### config.mk
export PLATFORM = sky130hd
export DESIGN_NAME = gpio_port
export DESIGN_NICKNAME = d
export VERILOG_FILES = /design/src/rtl/gpio_port.sv
export SDC_FILE = /design/constraint.sdc
export NUM_CORES = 1
export LEC_CHECK = 0
export ABC_AREA = 1
export BUFFER_PORTS_ARGS = -buffer_cell sky130_fd_sc_hd__buf_2
export CORE_MARGIN = 2
export CORE_UTILIZATION = 30
export CTS_CLUSTER_SIZE = 20
export DETAILED_ROUTE_END_ITERATION = 16
export PLACE_DENSITY = 0.44
export SLEW_MARGIN = 20
export SYNTH_ARGS = -nofsm -noshare
export SYNTH_HDL_FRONTEND = slang
export SYNTH_SLANG_ARGS = --single-unit
### constraint.sdc
create_clock -name clk -period 20.5 [get_ports clk]
set_clock_uncertainty 0.05 [all_clocks]
set_input_delay 4.1 -clock clk [delete_from_list [all_inputs] [get_ports clk]]
set_output_delay 4.1 -clock clk [all_outputs]
set_load 0.02 [all_outputs]
### src/rtl/gpio_port.sv
`default_nettype none
// ============================================================================
// Module   : gpio_port
// Brief    : Memory-mapped GPIO block with NCH channels of WIDTH bits each.
//            Every channel has a synchronised input, an output register with
//            atomic set/clear, and sticky, polarity-selectable edge detection
//            with a per-bit interrupt enable.
// Ports    : clk, rst (async active-high) ; sel/we/addr/wdata bus request ;
//            rdata/rvalid read response (1-cycle latency) ;
//            gpio_in (async pins), gpio_out (registered pins) ; irq (level).
// Address  : addr = {channel, reg[2:0]}
//            reg 0 IN(ro) 1 OUT(rw) 2 SET(wo) 3 CLR(wo) 4 EDGE(w1c)
//                5 IE(rw) 6 POL(rw, 1 = falling) 7 reserved
// Revision : 1.0 - initial release
// ============================================================================
module gpio_port #(
    parameter int          NCH       = 2,
    parameter int          WIDTH     = 30,
    parameter int          ADDR_W    = 6,
    parameter logic [31:0] OUT_RESET = 32'h0
) (
    input  logic                   clk,
    input  logic                   rst,
    input  logic                   sel,
    input  logic                   we,
    input  logic [ADDR_W-1:0]      addr,
    input  logic [31:0]            wdata,
    output logic [31:0]            rdata,
    output logic                   rvalid,
    input  logic [NCH*WIDTH-1:0]   gpio_in,
    output logic [NCH*WIDTH-1:0]   gpio_out,
    output logic                   irq
);

    localparam int         CH_W       = ADDR_W - 3;
    localparam logic [2:0] c_REG_IN   = 3'd0;
    localparam logic [2:0] c_REG_OUT  = 3'd1;
    localparam logic [2:0] c_REG_SET  = 3'd2;
    localparam logic [2:0] c_REG_CLR  = 3'd3;
    localparam logic [2:0] c_REG_EDGE = 3'd4;
    localparam logic [2:0] c_REG_IE   = 3'd5;
    localparam logic [2:0] c_REG_POL  = 3'd6;

    logic [CH_W-1:0] w_ch_idx;
    logic [2:0]      w_reg;
    logic            w_wr;
    logic            w_rd;

    assign w_ch_idx = addr[ADDR_W-1:3];
    assign w_reg    = addr[2:0];
    assign w_wr     = sel & we;
    assign w_rd     = sel & ~we;

    // Bits of wdata above WIDTH are deliberately ignored.
    logic w_unused;
    assign w_unused = &{1'b0, wdata};

    // Per-channel read value (already zero when the channel is not addressed)
    // and per-channel interrupt request.
    logic [31:0]    w_rd_vec [NCH];
    logic [NCH-1:0] w_irq_vec;

    generate
        for (genvar c = 0; c < NCH; c++) begin : g_ch
            logic             w_hit;
            logic [WIDTH-1:0] w_wdat;
            logic [WIDTH-1:0] r_out,  w_out_nxt;
            logic [WIDTH-1:0] r_ie,   w_ie_nxt;
            logic [WIDTH-1:0] r_pol,  w_pol_nxt;
            logic [WIDTH-1:0] r_edge, w_edge_nxt;
            logic [WIDTH-1:0] r_s1, r_s2, r_s3;
            logic [WIDTH-1:0] w_detect;
            logic [WIDTH-1:0] w_clr;
            logic [31:0]      w_rd_val;

            // Channel indices >= NCH never match, so such accesses fall
            // through to a zero read and an ignored write.
            assign w_hit  = (w_ch_idx == CH_W'(c));
            assign w_wdat = wdata[WIDTH-1:0];

            always_comb begin
                w_out_nxt = r_out;
                w_ie_nxt  = r_ie;
                w_pol_nxt = r_pol;
                w_clr     = '0;
                if (w_wr && w_hit) begin
                    case (w_reg)
                        c_REG_OUT:  w_out_nxt = w_wdat;
                        c_REG_SET:  w_out_nxt = r_out | w_wdat;
                        c_REG_CLR:  w_out_nxt = r_out & ~w_wdat;
                        c_REG_EDGE: w_clr     = w_wdat;
                        c_REG_IE:   w_ie_nxt  = w_wdat;
                        c_REG_POL:  w_pol_nxt = w_wdat;
                        default:    ;
                    endcase
                end

                // Edge seen between s3 (older) and s2 (newer); a detect in the
                // same cycle as a write-1-to-clear keeps the bit set.
                w_detect   = (r_pol & r_s3 & ~r_s2) | (~r_pol & r_s2 & ~r_s3);
                w_edge_nxt = (r_edge & ~w_clr) | w_detect;

                w_rd_val = '0;
                case (w_reg)
                    c_REG_IN:   w_rd_val[WIDTH-1:0] = r_s2;
                    c_REG_OUT:  w_rd_val[WIDTH-1:0] = r_out;
                    c_REG_EDGE: w_rd_val[WIDTH-1:0] = r_edge;
                    c_REG_IE:   w_rd_val[WIDTH-1:0] = r_ie;
                    c_REG_POL:  w_rd_val[WIDTH-1:0] = r_pol;
                    default:    w_rd_val            = '0;
                endcase
            end

            always_ff @(posedge clk or posedge rst) begin
                if (rst) begin
                    r_out  <= OUT_RESET[WIDTH-1:0];
                    r_ie   <= '0;
                    r_pol  <= '0;
                    r_edge <= '0;
                    r_s1   <= '0;
                    r_s2   <= '0;
                    r_s3   <= '0;
                end else begin
                    r_out  <= w_out_nxt;
                    r_ie   <= w_ie_nxt;
                    r_pol  <= w_pol_nxt;
                    r_edge <= w_edge_nxt;
                    r_s1   <= gpio_in[c*WIDTH +: WIDTH];
                    r_s2   <= r_s1;
                    r_s3   <= r_s2;
                end
            end

            assign gpio_out[c*WIDTH +: WIDTH] = r_out;
            assign w_rd_vec[c]                = w_hit ? w_rd_val : 32'h0;
            assign w_irq_vec[c]               = |(r_edge & r_ie);
        end
    endgenerate

    logic [31:0] r_rdata, w_rdata_nxt;
    logic        r_rvalid;
    logic        r_irq, w_irq_nxt;

    always_comb begin
        w_rdata_nxt = '0;
        if (w_rd) begin
            for (int i = 0; i < NCH; i++) begin
                w_rdata_nxt = w_rdata_nxt | w_rd_vec[i];
            end
        end
        w_irq_nxt = |w_irq_vec;
    end

    always_ff @(posedge clk or posedge rst) begin
        if (rst) begin
            r_rdata  <= '0;
            r_rvalid <= 1'b0;
            r_irq    <= 1'b0;
        end else begin
            r_rdata  <= w_rdata_nxt;
            r_rvalid <= w_rd;
            r_irq    <= w_irq_nxt;
        end
    end

    assign rdata  = r_rdata;
    assign rvalid = r_rvalid;
    assign irq    = r_irq;

endmodule
`default_nettype wire

==> run metrics <==
Post-Layout Cell Count 3173; Final Instance Area 0.02265 mm2; gpl congestion 0.7934; first-pass GRT wire length 102300 um; Reg clk slew, reported paths 0.06 ns; worst-path cell chain buf_4, buf_4, nand2_2, nor2_4, buf_4, nand2_1, nand2_1, inv_1, nand2_1, nand2_1, a21oi_1; DRT Wirelength 67810 um; WP data arrival 7.70 ns; ANT cells 0; metal3 WL 4675 um; gr usage total 0.2051; DPL Wire Length 39660 um; FILL cells 6570; HP Start g_ch[0].r_s1[19]; initial antenna violation count 3; H-tree depth 2; VDD IR-drop max 0.00006083 V; Mapped Cells 2147; Starting Density 0.3037; cts bufs inserted 54; final setup TNS 0 ns; Max-Cap Viols 0; critical path endpoint category flip-flop; Hold WS 0.2890 ns; setup bufs post-CTS 0; PortBufs 191; mean post-synth cell area 8.922 um2; # hold bufs at CTS 0; DR WL met2 30320 um; fin. max-slew vios 0; routed via count 16.11k; Max Buffers Root-to-Sink 3; Crit path largest cell delay 0.86 ns; RSZ-0062 raised after global routing no; drt pass-1 iters 5; average wire per cell in the routed design 21.37 um; R2R Path Start g_ch[0].r_edge[25]; M1 WL 31070 um; grt ovf 0; Peak Freq 0.1368 GHz; mapped cell area 0.01915 mm2; Final Total Pwr 2.211 mW; type of the worst setup path in -> reg; FP Rows 92; leakage power 10.36 nW; clock sinks 452; most used cell, CP nand2_1; final hold vios 0; crit-path max FO 85; Synthesis Warnings 0; core box area 0.06308 mm2; cts repair resizes 0; dpl cell area 0.02080 mm2; register bit total from synthesis 452; fin crit period 7.308 ns; area of the multi-input gates 0.006690 mm2; top routing layer in use met5; most used cells in the layout excluding fill and tap cells nand2_1 (606), dfrtp_1 (452), buf_2 (189), nand3_1 (169), inv_1 (158); die area 0.06589 mm2; Layout area overhead 18.25%; Die H 256.7 um; Post-Place Cells 3075; post-route clock period utilization 0.3565; Worst-Margin Slew 1.140 ns; most common cell after layout, fill and taps aside nand2_1; DRC Markers 0; proportion of layout cells with a drive suffix above 1 0.1358; Worst Path Required 20.89 ns; CTS tree done; number of nets in the layout 2388; pwr dens 97.63 mW/mm2; status complete, no violations; CP Launch Type primary input; I/O pin total 196; Crit. Startpoint addr[2]; Slowest-stage cell, CP buf_4; root buf cell clkbuf_16; vias in the first global route 15.79k; Hold Path Class reg -> reg; final setup vio count 0; sequential share of the synthesized area 0.5905; via/cell ratio 5.078; Slew headroom 0.2383; Register Area 0.01131 mm2; Final ANT Viol Nets 0; largest net degree at the start of global routing 133; synth unique cells 25; clk_lat worst skew 0.60 ns; Iter 0 DRT Violations 1580; die span in x 256.7 um
==> synth_stat cells <==
cell type    n  area, um2
conb_1       1      3.750
a22oi_1     34      255.2
o211ai_1     2      15.01
inv_1      163      611.8
buf_1       14      52.55
nor3_1       2      10.01
nor3_2       1      10.01
nand3_1    169      845.8
o21a_1      26      195.2
nand2_1    610       2290
nand4_1    111      694.4
dfrtp_1    452      11310
buf_2       35      175.2
nor2_4       2      22.52
o21ai_0    118      590.6
nand2_2      3      18.77
clkbuf_1    69      259.0
buf_4       11      82.58
o221ai_1    58      508.0
nor2_1     103      386.6
a21oi_1     31      155.2
inv_4        1      6.260
inv_2        4      15.01
nand3_2      1      10.01
o21ai_1    126      630.6
==> cell families after synthesis <==
family,share of synthesized area
AOI/OAI and AO/OA,0.1227
and+or+nand+nor,0.2239
DFF,0.5905
buffers and inverters,0.06277
other,0.0001958
==> state kept, by name (all words and copies together), names as in the netlist <==
| signal | count |
|---|---|
| rvalid | 1 |
| rdata | 30 |
| g_ch.r_s1 | 60 |
| g_ch.r_edge | 60 |
| irq | 1 |
| g_ch.r_s2 | 60 |
| g_ch.r_ie | 60 |
| g_ch.r_pol | 60 |
| g_ch.r_out | 60 |
| g_ch.r_s3 | 60 |
==> worst max-delay path, delay by kind of cell <==
kind            cells  cell delay, ns
compound gates      1            0.36
simple gates        6            0.93
buf+inv             4            2.11
==> final timing paths <==
check	end	slack [ns]	cells after the start
max	rdata[16]	13.19	11
min	g_ch[0].r_s2[19]	0.29	0
max reg2reg	irq	18.91	6
min reg2reg	g_ch[0].r_s2[19]	0.29	0
max in group asynchronous	g_ch[1].r_s1[23]	14.38	5
min in group asynchronous	g_ch[0].r_s1[6]	3.48	2
==> area by class of cell <==
| class | count | share of cell area |
|---|---|---|
| clock buffer | 84 | 0.07275 |
| clock inverter | 13 | 0.007568 |
| inverter | 168 | 0.02828 |
| multi-input combinational | 1399 | 0.2954 |
| sequential | 452 | 0.4994 |
| tap | 846 | 0.04673 |
| timing repair buffer | 211 | 0.04994 |
==> where the power goes <==
group          internal, mW  switching (mW)  total (mW)
Clock                 0.598           0.377       0.975
Sequential            0.952          0.0508        1.00
Combinational        0.0686           0.165       0.233
Total                  1.62           0.592        2.21
==> stage by stage <==
| stage | utilization | setup WS (ns) |
|---|---|---|
| global route | 0.3591 | 13.04 |
| global placement | 0.3298 | 12.70 |
| finish | 0.3591 | 13.19 |
| CTS | 0.3586 | 13.31 |
| detailed placement | 0.3298 | 12.74 |
| floorplan | - | 3.751 |
==> routing by layer <==
layer | up-vias | track usage
li1 | 7485 | -
met1 | 7939 | 0.2916
met2 | 580 | 0.3154
met3 | 106 | 0.04162
met4 | 2 | 0.06008
met5 | - | 0
Note: power is estimated with default switching activity, not from simulation.
